## src/rtl/uart_pkg.sv

```systemverilog
// Shared types and helpers for the UART byte transmitter.
package uart_pkg;

    typedef enum logic [2:0] {
        IDLE,
        START,
        DATA,
        PARITY,
        STOP,
        GAP
    } state_e;

    localparam int DATA_BITS = 8;

    function automatic int clks_per_bit(input int clk, input int baud);
        return clk / baud;
    endfunction

endpackage

```

## src/rtl/uart_baud_cnt.sv

```systemverilog
// Bit-cell timer: counts 0..CLKS_PER_BIT-1 and flags the last clock of a cell.
module uart_baud_cnt #(
    parameter int CLKS_PER_BIT = 434
) (
    input  logic clk_i,
    input  logic rst_ni,
    input  logic clr_i,
    input  logic en_i,
    output logic bit_end_o
);

    localparam int CW = (CLKS_PER_BIT > 1) ? $clog2(CLKS_PER_BIT) : 1;
    localparam logic [CW-1:0] LAST = CW'(CLKS_PER_BIT - 1);

    logic [CW-1:0] cnt_q, cnt_d;

    assign bit_end_o = en_i && (cnt_q == LAST);

    always_comb begin
        cnt_d = cnt_q;
        if (clr_i) begin
            cnt_d = '0;
        end else if (en_i) begin
            cnt_d = (cnt_q == LAST) ? '0 : cnt_q + CW'(1);
        end
    end

    always_ff @(posedge clk_i or negedge rst_ni) begin
        if (!rst_ni) begin
            cnt_q <= '0;
        end else begin
            cnt_q <= cnt_d;
        end
    end

endmodule

```

## src/rtl/uart_byte_tx.sv

```systemverilog
// 8N1 UART byte serializer with one-cycle done pulse for sequencer pacing.
// Define UART_TX_PARITY_EN to insert an even-parity bit after the data bits.
module uart_byte_tx
    import uart_pkg::*;
#(
    parameter int CLK_FREQ     = 50000000,
    parameter int BAUD_RATE    = 115200,
    parameter int CLKS_PER_BIT = clks_per_bit(CLK_FREQ, BAUD_RATE)
) (
    input  logic       clk_50m,
    input  logic       rst_n,
    input  logic       uart_tx_en,
    input  logic [7:0] uart_tx_data,
    output logic       uart_txd,
    output logic       uart_tx_done,
    output logic       uart_tx_busy
);

    localparam logic [2:0] LAST_BIT = 3'(DATA_BITS - 1);

    state_e     state_q, state_d;
    logic [7:0] shift_q, shift_d;
    logic [2:0] bit_q, bit_d;
    logic       txd_q, txd_d;
    logic       done_q, done_d;
    logic       busy_q, busy_d;
    logic       cnt_clr, cnt_en, bit_end;

`ifdef UART_TX_PARITY_EN
    logic par_q, par_d;
`endif

    uart_baud_cnt #(
        .CLKS_PER_BIT(CLKS_PER_BIT)
    ) u_baud (
        .clk_i    (clk_50m),
        .rst_ni   (rst_n),
        .clr_i    (cnt_clr),
        .en_i     (cnt_en),
        .bit_end_o(bit_end)
    );

    // Line level is registered together with the state change so the pin
    // never glitches and each level lasts exactly one bit cell.
    always_comb begin
        state_d = state_q;
        shift_d = shift_q;
        bit_d   = bit_q;
        txd_d   = txd_q;
        done_d  = 1'b0;
        busy_d  = busy_q;
        cnt_clr = 1'b0;
        cnt_en  = 1'b0;
`ifdef UART_TX_PARITY_EN
        par_d   = par_q;
`endif
        unique case (state_q)
            IDLE: begin
                txd_d = 1'b1;
                if (uart_tx_en) begin
                    shift_d = uart_tx_data;
                    busy_d  = 1'b1;
                    cnt_clr = 1'b1;
                    txd_d   = 1'b0;
                    state_d = START;
`ifdef UART_TX_PARITY_EN
                    par_d   = ^uart_tx_data;
`endif
                end
            end
            START: begin
                cnt_en = 1'b1;
                if (bit_end) begin
                    bit_d   = '0;
                    txd_d   = shift_q[0];
                    state_d = DATA;
                end
            end
            DATA: begin
                cnt_en = 1'b1;
                if (bit_end) begin
                    shift_d = shift_q >> 1;
                    if (bit_q == LAST_BIT) begin
`ifdef UART_TX_PARITY_EN
                        txd_d   = par_q;
                        state_d = PARITY;
`else
                        txd_d   = 1'b1;
                        state_d = STOP;
`endif
                    end else begin
                        bit_d = bit_q + 3'd1;
                        txd_d = shift_q[1];
                    end
                end
            end
`ifdef UART_TX_PARITY_EN
            PARITY: begin
                cnt_en = 1'b1;
                if (bit_end) begin
                    txd_d   = 1'b1;
                    state_d = STOP;
                end
            end
`endif
            STOP: begin
                cnt_en = 1'b1;
                if (bit_end) begin
                    done_d  = 1'b1;
                    state_d = GAP;
                end
            end
            // Sequencer swaps its byte on the edge it sees done, so IDLE
            // must wait one cycle before sampling again.
            GAP: begin
                busy_d  = 1'b0;
                txd_d   = 1'b1;
                state_d = IDLE;
            end
            default: begin
                txd_d   = 1'b1;
                busy_d  = 1'b0;
                state_d = IDLE;
            end
        endcase
    end

    always_ff @(posedge clk_50m or negedge rst_n) begin
        if (!rst_n) begin
            state_q <= IDLE;
            shift_q <= '0;
            bit_q   <= '0;
            txd_q   <= 1'b1;
            done_q  <= 1'b0;
            busy_q  <= 1'b0;
        end else begin
            state_q <= state_d;
            shift_q <= shift_d;
            bit_q   <= bit_d;
            txd_q   <= txd_d;
            done_q  <= done_d;
            busy_q  <= busy_d;
        end
    end

`ifdef UART_TX_PARITY_EN
    always_ff @(posedge clk_50m or negedge rst_n) begin
        if (!rst_n) begin
            par_q <= 1'b0;
        end else begin
            par_q <= par_d;
        end
    end
`endif

    assign uart_txd     = txd_q;
    assign uart_tx_done = done_q;
    assign uart_tx_busy = busy_q;

endmodule

```

## config.mk

```make
export PLATFORM = sky130hd
export DESIGN_NAME = uart_byte_tx
export DESIGN_NICKNAME = d
export VERILOG_FILES = /design/src/rtl/uart_pkg.sv /design/src/rtl/uart_baud_cnt.sv /design/src/rtl/uart_byte_tx.sv
export SDC_FILE = /design/constraint.sdc
export NUM_CORES = 1
export LEC_CHECK = 0
export BUFFER_PORTS_ARGS = -buffer_cell sky130_fd_sc_hd__buf_4
export CAP_MARGIN = 20
export CORE_ASPECT_RATIO = 1.25
export CORE_MARGIN = 2
export CORE_UTILIZATION = 29
export CTS_CLUSTER_DIAMETER = 120
export DETAILED_ROUTE_END_ITERATION = 8
export PLACE_DENSITY = 0.42
export SLEW_MARGIN = 20
export SYNTH_ARGS = -nofsm -noshare
export SYNTH_HDL_FRONTEND = slang
export SYNTH_SLANG_ARGS = --single-unit
export TNS_END_PERCENT = 30
```

## constraint.sdc

```tcl
create_clock -name clk_50m -period 2.31 [get_ports clk_50m]
set_input_delay 0.231 -clock clk_50m [delete_from_list [all_inputs] [get_ports clk_50m]]
set_output_delay 0.231 -clock clk_50m [all_outputs]
set_load 0.1 [all_outputs]
```

After elaboration in Yosys (flattened, before gate mapping)
Index checks and enable logic that the tools add are counted.
Widths: inputs -> output; s select.
{"block": "totals", "ramBits": 0, "rom_bits": 0, "latchBits": 0, "mem_count": 0, "wordCells": 61, "ff_bits": 26}
{"block": "classes", "addsub": 2, "bitwise": 2, "magnitude_cmp": 0, "div_mod_pow": 0, "n_eq_ne": 11, "n_shift": 0, "n_mul": 0, "reduce_logical": 11, "mux": 28}
{"cell": "$mux 9", "n": 3}
{"cell": "$mux 3", "n": 8}
{"cell": "$mux 8", "n": 2}
{"cell": "$pmux 8 s2", "n": 1}
{"cell": "$ne 2x2->1 const B", "n": 6}
{"cell": "$pmux 3 s4", "n": 1}
{"cell": "$mux 1", "n": 10}
{"cell": "$add 9x1->9 const B", "n": 1}
{"cell": "$eq 9x9->1 const B", "n": 1}
{"cell": "$eq 3x3->1 const B", "n": 2}
{"cell": "$pmux 3 s2", "n": 1}
{"cell": "$reduce_and 3->1", "n": 2}
{"cell": "$reduce_bool 2->1", "n": 3}
{"cell": "$reduce_and 5->1", "n": 1}
{"cell": "$pmux 1 s4", "n": 1}
{"cell": "$reduce_and 4->1", "n": 1}
{"cell": "$add 3x1->3 const B", "n": 1}
{"cell": "$eq 3x1->1 const B", "n": 1}
{"cell": "$eq 3x2->1 const B", "n": 1}
{"cell": "$logic_not 3->1", "n": 1}
{"cell": "$reduce_or 3->1", "n": 1}
{"cell": "$not 1->1", "n": 2}
{"cell": "$pmux 1 s2", "n": 1}
{"cell": "$reduce_and 2->1", "n": 1}
{"cell": "$logic_and 1x1->1", "n": 1}

Longest topological paths before layout
Gate-level depths: netlist of run 1.
{"block": "logic_depth", "word_depth": 6, "ltp_mapped": 9, "depth_no_buf": 6}

By module
From an unflattened synthesis of run 1, not the netlist that was laid out.
{"block": "unflattened", "hier_cells": 154, "area_unflattened_um2": 1478.9}
{"mod": "uart_byte_tx", "instances": 1, "area_each_um2": 963.4, "cells_per_inst": 99}
{"mod": "uart_baud_cnt", "instances": 1, "area_each_um2": 515.5, "cells_per_inst": 55}

Worst setup path before layout of run 1
No wires, ideal clock.
{"block": "synth_path", "path_type": "reg2reg", "from": "register u_baud.cnt_q[0]", "to": "register shift_q[0]", "t_arrival_ns": 1.747, "n_path_buf": 3, "slack_ns": 0.438, "stages_incl_launch_ff": 9, "path_cell_list": "dfrtp_1 > ha_1 > and4b_1 > buf_6 > and2_4 > buf_6 > a21o_1 > buf_6 > mux2_4"}
{"block": "synth_between", "elab_chain_len": 4}
{"element": "from (decl)", "line_no": "uart_baud_cnt.sv:15", "source": "logic [CW-1:0] cnt_q, cnt_d;"}
{"element": "from (signal assigned)", "line_no": "uart_baud_cnt.sv:32", "source": "cnt_q <= cnt_d;"}
{"element": "$eq 9x9->1", "line_no": "uart_baud_cnt.sv:17", "source": "assign bit_end_o = en_i && (cnt_q == LAST);"}
{"element": "$logic_and 1x1->1", "line_no": "uart_baud_cnt.sv:17"}
{"element": "$ne 2x2->1 (no line)"}
{"element": "$reduce_and 3->1 (no line)"}
{"element": "to (signal assigned)", "line_no": "uart_byte_tx.sv:138", "source": "shift_q <= shift_d;"}
{"element": "to (decl)", "line_no": "uart_byte_tx.sv:22", "source": "logic [7:0] shift_q, shift_d;"}
Every way passes these cells.
A chain may end at the register's enable or synchronous reset.

Worst setup path in the final report of run 1
{"block": "layout_path", "from": "register u_baud.cnt_q[1]", "to": "register shift_q[1]"}
The elaborated chain is that of the path after synthesis.

==> results.py, run 1 <==
metrics = {
    "timing": {
        "finalCritPeriodShare": 0.8811,
        "finalSetupTns_ns": 0,
        "worstMarginPinSlew_ns": 0.5242,
        "final.setup.worst_slack_ns": 0.2746,
        "relSlewSlack": 0.6415,
        "finalHoldViolCount": 0,
        "fin_worst_skew_ns": 0.007099,
        "finalCriticalPeriod_ns": 2.035,
        "max_freq_mhz": 491.3,
        "rsz0062_at_grt": "false",
        "slew_viol_final": 0,
        "finalSetupViolations": 0,
    },
    "power": {
        "pwr_density_cell_nw_per_um2": 731.0,
        "irDropWorstVdd_uv": 405.4,
        "p_leak_nw": 0.7216,
    },
    "floorplanning": {
        "die_h_um": 84.55,
        "die_area_um2": 5787,
        "core_um2": 5044,
        "chipWidth_um": 68.44,
        "ios": 14,
        "rows": 29,
        "initial_core_util": 0.2984,
    },
    "run": {
        "maxCapViolCount": 0,
    },
    "synth": {
        "synth.distinct_cells": 41,
        "syn_inst": 146,
        "synth-seq-cells": 26,
        "synth-edff-count": 0,
        "synth_area_um2": 1505,
        "synthesis.nets": 161,
        "yosysWarningCount": 0,
        "synth-main-ff-cell": "dfrtp_1",
        "ys_seq_area_frac": 0.4331,
        "ys_async_sr_fraction": 1.000,
        "syn_area_per_cell_um2": 10.31,
    },
    "global_routing": {
        "antenna_found_initial": 0,
        "track_usage": 0.1231,
        "grt_pass1_vias": 1120,
        "grt_pass1_wl_mm": 5.402,
        "grt_overflow": 0,
        "grt_max_degree": 27,
    },
    "clocking": {
        "cts_tree": "done",
        "numCtsBuffers": 3,
        "clk_pin_slew_ns": 0.09,
        "cts_max_path_buffers": 2,
        "cts-root-buf": "clkbuf_8",
        "htreeDepth": 1,
        "cts.sinks": 26,
        "insertion_delay_ns": 0.27,
        "cts_resized": 0,
    },
    "setup_path": {
        "worst-path-max-fanout": 9,
        "crit_arrival_ns": 2.20,
        "critPathKind": "flip-flop to flip-flop",
        "worstSetupStartpointType": "flip-flop",
        "cp.required_ns": 2.47,
        "end_kind": "flip-flop",
    },
    "placed_design": {
        "dp_hpwl_mm": 2.262,
        "portBuffers": 13,
        "place_ws_ns": 0.3016,
        "dp.cells": 216,
        "place.gp.congestion": 0.7568,
    },
    "outcome": {
        "outcome": "finished, final reports clean",
    },
    "detailed_routing": {
        "viasPerCell": 5.226,
        "routedWlPerCell_um": 14.20,
        "remaining_drc_errors": 0,
        "ant_nets": 0,
        "first_iter_violations": 43,
        "dr.pass1.iters": 4,
        "via_count": 1155,
        "drt-total-wl_mm": 3.139,
    },
    "final_layout": {
        "drive_gt1_frac": 0.2516,
        "nets": 175,
        "diodes": 0,
        "area_growth_pct": 13.30,
        "regArea_um2": 651.9,
        "multi_input_area_um2": 767.0,
        "fillCellCount": 510,
        "final_cells": 221,
    },
    "min_path": {
        "hold_path_class": "input port to flip-flop",
    },
}
## synthesized netlist by cell type, types with 2 or more instances
library cell | instances | area [um2]
nor2_1 | 5 | 18.77
o31ai_1 | 4 | 30.03
and3_1 | 2 | 12.51
nand2_1 | 12 | 45.04
dfrtp_1 | 25 | 625.6
a21oi_1 | 7 | 35.03
nor3b_1 | 2 | 15.01
a32o_1 | 2 | 20.02
o21ai_0 | 13 | 65.06
mux2_2 | 7 | 78.83
mux2_4 | 7 | 105.1
o22ai_1 | 3 | 18.77
xor2_1 | 2 | 17.52
nand4_1 | 4 | 25.02
clkbuf_1 | 5 | 18.77
nor4_1 | 2 | 12.51
nor2b_1 | 3 | 18.77
a211oi_1 | 2 | 15.01
nand3_1 | 2 | 10.01
nand2b_1 | 2 | 12.51
ha_1 | 4 | 50.05
inv_1 | 7 | 26.28
buf_6 | 3 | 33.78
nor3_1 | 4 | 20.02
## stage by stage
step,cell area [um2],power [mW],util,hold WS (ns)
final,1705,1.247,0.3381,0.1565
after global routing,1705,1.347,0.3381,0.1605
after CTS,1705,1.266,0.3381,0.1563
after detailed placement,1650,0.9921,0.3272,0.1715
after global placement,1650,0.9857,0.3272,0.1638
after floorplan,1505,0.8912,-,-0.06459
## state kept, by name (all words and copies together) (netlist names)
signal	count
u_baud.cnt_q	9
shift_q	8
bit_q	3
state_q	3
uart_tx_busy	1
uart_tx_done	1
uart_txd	1
## layout make-up
class / count / area share
Multi-Input combinational cell: 104 / 0.4497
Sequential cell: 26 / 0.3822
Timing Repair Buffer: 18 / 0.08070
Tap cell: 62 / 0.04549
Clock buffer: 4 / 0.02641
Inverter: 7 / 0.01541
## report_power, final
| group | internal, mW | leakage [nW] | switching, mW |
|---|---|---|---|
| clock | 0.124 | 0.0228 | 0.142 |
| combinational | 0.135 | 0.376 | 0.181 |
| sequential | 0.558 | 0.323 | 0.107 |
## critical path: stages (launching register included)
cell	delay [ns]
dfrtp_1	0.42
inv_1	0.07
ha_1	0.13
and4b_1	0.33
and2_4	0.24
a21o_1	0.39
mux2_4	0.33
## metal layers
layer / share of wire / track usage / vias to the layer above / routed length (um)
li1: - / - / 561 / -
met1: 0.45 / 0.1620 / 574 / 1426
met2: 0.50 / 0.1941 / 16 / 1574
met3: 0.025 / 0.02011 / 4 / 77
met4: 0.019 / 0.05455 / 0 / 61
met5: 0 / 0 / - / 0
## path summary, 6_finish.rpt
| check | start | to | slack [ns] | cells past startpoint |
|---|---|---|---|---|
| worst max-delay path | u_baud.cnt_q[1] | shift_q[1] | 0.27 | 6 |
| worst min-delay path | uart_tx_data[7] | shift_q[7] | 0.16 | 3 |
| worst max register to register | u_baud.cnt_q[1] | shift_q[1] | 0.27 | 6 |
| worst min register to register | bit_q[2] | bit_q[2] | 0.52 | 1 |
| max in group asynchronous | rst_n | uart_txd | 1.60 | 2 |
| min in group asynchronous | rst_n | u_baud.cnt_q[3] | 0.40 | 2 |
## cell families after synthesis
logic type	Yosys count	synth area share
AO/OA/AOI/OAI	38	0.1638
multiplexers	14	0.1222
AND/OR/NAND/NOR	46	0.1787
XOR/XNOR	2	0.01164
flip-flops	26	0.4331
adder cells (fa/ha/maj)	4	0.03325
buffers and inverters	16	0.05736
## cell usage in the layout, fill, tap and decap left out, types with 4 or more instances in the layout
| cell | instances |
|---|---|
| inv_1 | 7 |
| buf_4 | 17 |
| nand4_1 | 4 |
| a21oi_1 | 7 |
| mux2_2 | 7 |
| dfrtp_1 | 25 |
| o21ai_0 | 13 |
| o31ai_1 | 4 |
| nand2_1 | 12 |
| ha_1 | 4 |
| nor2_1 | 5 |
| nor3_1 | 4 |
| mux2_4 | 7 |
## repair_timing
item	CTS	global route
buffers inserted	0	0
endpoints found under the hold margin	25	0
hold buffers	1	0
setup endpoints to repair	0	0
Note: power is estimated with default switching activity, not from simulation.
==> run 2: changes to the inputs <==
- PLACE_DENSITY: 0.42 -> 0.43
- clock period: 2.31 -> 1.77 ns (I/O delays scaled with it)
==> run 2 against run 1 <==
- critical path depth is 1 lower
- maximum frequency is 19% higher
- sequential cell count stayed put
- sequential share of layout area is 2.7 points lower
- setup slack worse by 0.22 ns
- design area is 7.8% higher
- die area stayed put
- utilization is 2.7 points higher
- largest cell class unchanged
- highest routed layer unchanged
==> results.py, run 2 (same netlist as run 1, synthesis figures left out) <==
metrics = {
    "outcome": {
        "outcome": "finished, final reports clean",
    },
    "setup_path": {
        "rr_worst_depth": 5,
        "critPathKind": "flip-flop to flip-flop",
        "crit_top_cell": "ha_1",
        "path_depth": 5,
        "path_delay_family": "compound AO/OA/AOI/OAI gates",
        "crit_buf_inv": 0,
        "end_kind": "flip-flop",
        "critPathSlowestCell": "dfrtp_1",
        "crit_arrival_ns": 1.88,
        "worstSetupStartpointType": "flip-flop",
        "worst-path-max-fanout": 5,
        "cp.required_ns": 1.94,
        "cp_cell_sequence": "ha_1, ha_1, nor3b_1, o2111ai_1, a32o_1",
        "max_stage_delay_ns": 0.41,
    },
    "run": {
        "maxCapViolCount": 0,
    },
    "final_layout": {
        "multi_input_area_um2": 772.0,
        "drive_gt1_frac": 0.3409,
        "largest_reg_flops": 9,
        "top_regs": "u_baud.cnt_q (9), shift_q (8)",
        "final_core_util": 0.3647,
        "regArea_um2": 653.1,
        "top_register": "u_baud.cnt_q",
        "area_growth_pct": 22.19,
        "fillCellCount": 505,
        "nets": 192,
        "layout_common_cells": "34 x buf_4, 24 x dfrtp_1, 12 x nand2_1, 12 x o21ai_0",
        "diodes": 0,
        "final_cells": 238,
        "final_common_cell": "buf_4",
    },
    "detailed_routing": {
        "viasPerCell": 5.088,
        "routedWlPerCell_um": 14.52,
        "dr.pass1.iters": 6,
        "first_iter_violations": 51,
        "drt-total-wl_mm": 3.456,
        "ant_nets": 0,
        "remaining_drc_errors": 0,
        "via_count": 1211,
    },
    "timing": {
        "slew_viol_final": 0,
        "fin_worst_skew_ns": 0.003465,
        "max_freq_mhz": 582.4,
        "relSlewSlack": 0.7024,
        "finalCriticalPeriod_ns": 1.717,
        "finalCritPeriodShare": 0.9700,
        "rsz0062_at_grt": "true",
        "finalHoldViolCount": 0,
        "finalSetupViolations": 0,
        "worstMarginPinSlew_ns": 0.4450,
    },
    "clocking": {
        "htreeDepth": 1,
        "cts_tree": "done",
        "clk_pin_slew_ns": 0.10,
        "cts.sinks": 26,
        "numCtsBuffers": 3,
        "insertion_delay_ns": 0.27,
        "cts-root-buf": "clkbuf_8",
        "cts_max_path_buffers": 2,
    },
    "placed_design": {
        "dp_hpwl_mm": 2.540,
        "place.gp.congestion": 0.8170,
        "portBuffers": 13,
        "dp.cells": 231,
    },
    "global_routing": {
        "grt_pass1_wl_mm": 5.692,
        "track_usage": 0.1291,
        "grt_pass1_vias": 1204,
        "grt_max_degree": 27,
        "grt_overflow": 0,
        "antenna_found_initial": 0,
    },
    "min_path": {
        "holdPathStages": 3,
        "hold_path_class": "input port to flip-flop",
    },
    "floorplanning": {
        "rows": 29,
        "chipWidth_um": 68.44,
        "ios": 14,
        "die_area_um2": 5787,
        "die_h_um": 84.55,
        "core_um2": 5044,
        "initial_core_util": 0.2984,
    },
    "power": {
        "irDropWorstVdd_uv": 408.9,
        "p_leak_nw": 0.8041,
        "pwr_density_cell_nw_per_um2": 936.0,
    },
}
## run 2: worst paths after layout
| path | from | endpoint | slack (ns) |
|---|---|---|---|
| worst max-delay path | bit_q[0] | bit_q[1] | 0.05 |
| worst min-delay path | uart_tx_data[7] | shift_q[7] | 0.13 |
| worst max register to register | bit_q[0] | bit_q[1] | 0.05 |
| worst min register to register | bit_q[1] | bit_q[1] | 0.51 |
| max in group asynchronous | rst_n | uart_txd | 1.10 |
| min in group asynchronous | rst_n | bit_q[0] | 0.35 |
## run 2: repair_timing
action,in CTS,in global routing
cloned,0,0
hold buffers,1,0
setup endpoints to repair,8,10
pin swaps,0,1
buffers inserted,0,2
gates resized for setup,2,2
endpoints found under the hold margin,25,0
## run 2: where the power goes
| part | internal [mW] | leakage (nW) | switching [mW] |
|---|---|---|---|
| clock network | 0.161 | 0.0228 | 0.196 |
| registers | 0.728 | 0.321 | 0.111 |
| logic | 0.236 | 0.460 | 0.289 |
| total | 1.13 | 0.804 | 0.596 |
## run 2: tightest hold or removal path: stages
cell and delay [ns]:
buf_4 0.08, nand2_1 0.04, o21ai_0 0.07
## run 2: final cells by class
class                           count  area share
Multi-Input combinational cell    104      0.4197
Tap cell                           62     0.04218
Timing Repair Buffer               35      0.1442
Sequential cell                    26      0.3551
Clock buffer                        4     0.02449
Inverter                            7     0.01429
## run 2: per-layer routing
layer,part of all wire,track usage
met1,0.46,0.1685
met2,0.50,0.2080
met3,0.028,0.01877
met4,0.016,0.05455
met5,0,0
## run 2: through the flow
stage / cell area, um2 / hold slack [ns] / total power [mW] / setup TNS [ns] / setup slack [ns]
5_1_grt: 1839 / 0.1530 / 1.840 / -0.03863 / -0.009357
4_1_cts: 1822 / 0.1262 / 1.737 / 0 / 0.02184
3_3_place_gp: 1765 / 0.1097 / 1.344 / 0 / 0.06583
2_1_floorplan: 1508 / -0.1186 / 1.165 / -0.3886 / -0.05551
3_5_place_dp: 1765 / 0.1197 / 1.368 / -0.04012 / -0.04012
6_report: 1839 / 0.1315 / 1.722 / 0 / 0.05309
==> run 3: changes to the inputs <==
- CORE_MARGIN: 2 -> unset
==> run 3 against run 2 <==
- register-to-register slack improved by 0.06 ns
- critical path depth grew 2
- design area increased by 0.14%
- critical path type unchanged
- largest cell class unchanged
- largest power group unchanged
==> results.py, run 3 (same netlist as run 1, synthesis figures left out) <==
metrics = {
    "outcome": {
        "outcome": "finished, final reports clean",
    },
    "power": {
        "p_comb_frac": 0.301,
        "finalPower_mw": 1.747,
        "p_leak_nw": 0.7961,
        "p_sw_frac": 0.3340,
        "p_seq_frac": 0.474,
        "pwr_density_cell_nw_per_um2": 948.8,
        "irDropWorstVdd_uv": 316.2,
        "pwr-share-clk": 0.225,
        "p_int_mw": 1.164,
        "p_sw_mw": 0.5837,
    },
    "run": {
        "maxCapViolCount": 0,
    },
    "timing": {
        "rsz0062_at_grt": "true",
        "final.setup.worst_slack_ns": 0.1094,
        "fin_worst_skew_ns": 0.003942,
        "finalCriticalPeriod_ns": 1.661,
        "finalSetupViolations": 0,
        "relSlewSlack": 0.7210,
        "max_freq_mhz": 602.2,
        "finalCritPeriodShare": 0.9382,
        "finalHoldViolCount": 0,
        "finalSetupTns_ns": 0,
        "slew_viol_final": 0,
        "worstMarginPinSlew_ns": 0.4172,
    },
    "setup_path": {
        "r2r-start": "u_baud.cnt_q[1]",
        "cp.required_ns": 1.94,
        "crit_arrival_ns": 1.83,
        "max_stage_delay_ns": 0.39,
        "critPathKind": "flip-flop to flip-flop",
        "path_depth": 7,
        "worstSetupStartpointType": "flip-flop",
        "worst-path-max-fanout": 8,
        "cp_cell_sequence": "inv_1, ha_2, and4b_1, and2_4, a21o_1, buf_12, mux2_4",
        "regToRegSetupSlack_ns": 0.11,
        "end_kind": "flip-flop",
        "rr_worst_depth": 7,
        "path_delay_family": "flip-flops",
        "critPathSlowestCell": "dfrtp_1",
        "rr_endpoint": "shift_q[6]",
        "crit_buf_inv": 2,
    },
    "global_routing": {
        "grt_max_degree": 27,
        "antenna_found_initial": 0,
        "track_usage": 0.1355,
        "grt_pass1_wl_mm": 5.685,
        "grt_overflow": 0,
        "grt_pass1_vias": 1280,
    },
    "min_path": {
        "holdPathStages": 3,
        "holdPathEnd": "shift_q[7]",
        "hold_start": "uart_tx_data[7]",
        "hold_path_class": "input port to flip-flop",
    },
    "final_layout": {
        "fillCellCount": 500,
        "nets": 189,
        "largest_reg_flops": 9,
        "area_growth_pct": 22.36,
        "layout_common_cells": "30 x buf_4, 24 x dfrtp_1, 13 x o21ai_0",
        "final_cells": 233,
        "final_common_cell": "buf_4",
        "top_regs": "u_baud.cnt_q (9), shift_q (8)",
        "final_core_util": 0.3782,
        "diodes": 0,
        "top_register": "u_baud.cnt_q",
        "drive_gt1_frac": 0.3353,
    },
    "detailed_routing": {
        "first_iter_violations": 27,
        "ant_nets": 0,
        "via_count": 1192,
        "drt-total-wl_mm": 3.276,
        "viasPerCell": 5.116,
        "remaining_drc_errors": 0,
        "dr.pass1.iters": 4,
        "routedWlPerCell_um": 14.06,
    },
    "clocking": {
        "cts_max_path_buffers": 2,
        "cts.sinks": 26,
        "htreeDepth": 1,
        "cts_tree": "done",
        "cts-root-buf": "clkbuf_8",
        "numCtsBuffers": 3,
        "insertion_delay_ns": 0.27,
        "clk_pin_slew_ns": 0.09,
    },
    "floorplanning": {
        "ios": 14,
        "die_area_um2": 5485,
        "chipWidth_um": 66.44,
        "die_h_um": 82.55,
        "core_um2": 4870,
        "rows": 28,
        "initial_core_util": 0.3091,
    },
    "placed_design": {
        "place.gp.congestion": 0.7170,
        "portBuffers": 13,
        "place_ws_ns": 0.1054,
        "dp_hpwl_mm": 2.393,
        "dp.cells": 228,
    },
}
run 3: worst register-to-register path, cell delays in order, from the launching register on:
cell and delay, ns:
dfrtp_1 0.39, inv_1 0.06, ha_2 0.17, and4b_1 0.21
and2_4 0.15, a21o_1 0.14, buf_12 0.14, mux2_4 0.30
run 3: how the worst max path moves through the flow:
| stage | start | end | slack, ns |
|---|---|---|---|
| finish | u_baud.cnt_q[1] | shift_q[6] | 0.11 |
| floorplan | u_baud.cnt_q[1] | shift_q[0] | -0.06 |
| detailed placement | state_q[1] | shift_q[5] | 0.11 |
| global placement | state_q[1] | shift_q[4] | 0.13 |
| global route | bit_q[0] | bit_q[1] | -0.001 |
| CTS | state_q[1] | shift_q[6] | 0.08 |
run 3: stage by stage:
stage,area (um2),hold WS (ns)
after CTS,1833,0.1113
after floorplan,1508,-0.1186
after global placement,1768,0.1151
after detailed placement,1768,0.1162
final,1842,0.1122
after global routing,1842,0.1211
run 3: cell type report:
class | instances | area, um2 | share of cell area
inverter | 7 | 26.28 | 0.01427
multi-input combinational | 104 | 777.0 | 0.4219
clock buffer | 4 | 55.05 | 0.02989
timing repair buffer | 32 | 255.2 | 0.1386
tap | 60 | 75.07 | 0.04076
sequential | 26 | 653.1 | 0.3546
run 3: power by group through the flow:
stage	sequential, mW	combinational, mW	clock, mW
CTS	0.827	0.534	0.410
global placement	0.836	0.509	0
global route	0.843	0.575	0.431
floorplan	0.925	0.240	0
finish	0.828	0.526	0.393
detailed placement	0.838	0.530	0
run 3: per-layer routing:
metal | up-vias | part of all wire | GRT usage
met4 | 0 | 0.0064 | 0.04681
met3 | 2 | 0.012 | 0.02060
met5 | - | 0 | 0
li1 | 588 | - | -
met1 | 596 | 0.46 | 0.1636
met2 | 6 | 0.52 | 0.2429
run 3: repair_timing:
| item | 4_1_cts | 5_1_grt |
|---|---|---|
| hold buffers | 1 | 0 |
| setup endpoints to repair | 0 | 6 |
| endpoints found under the hold margin | 25 | 0 |
| gates resized for setup | 0 | 3 |
| setup buffers | 0 | 0 |
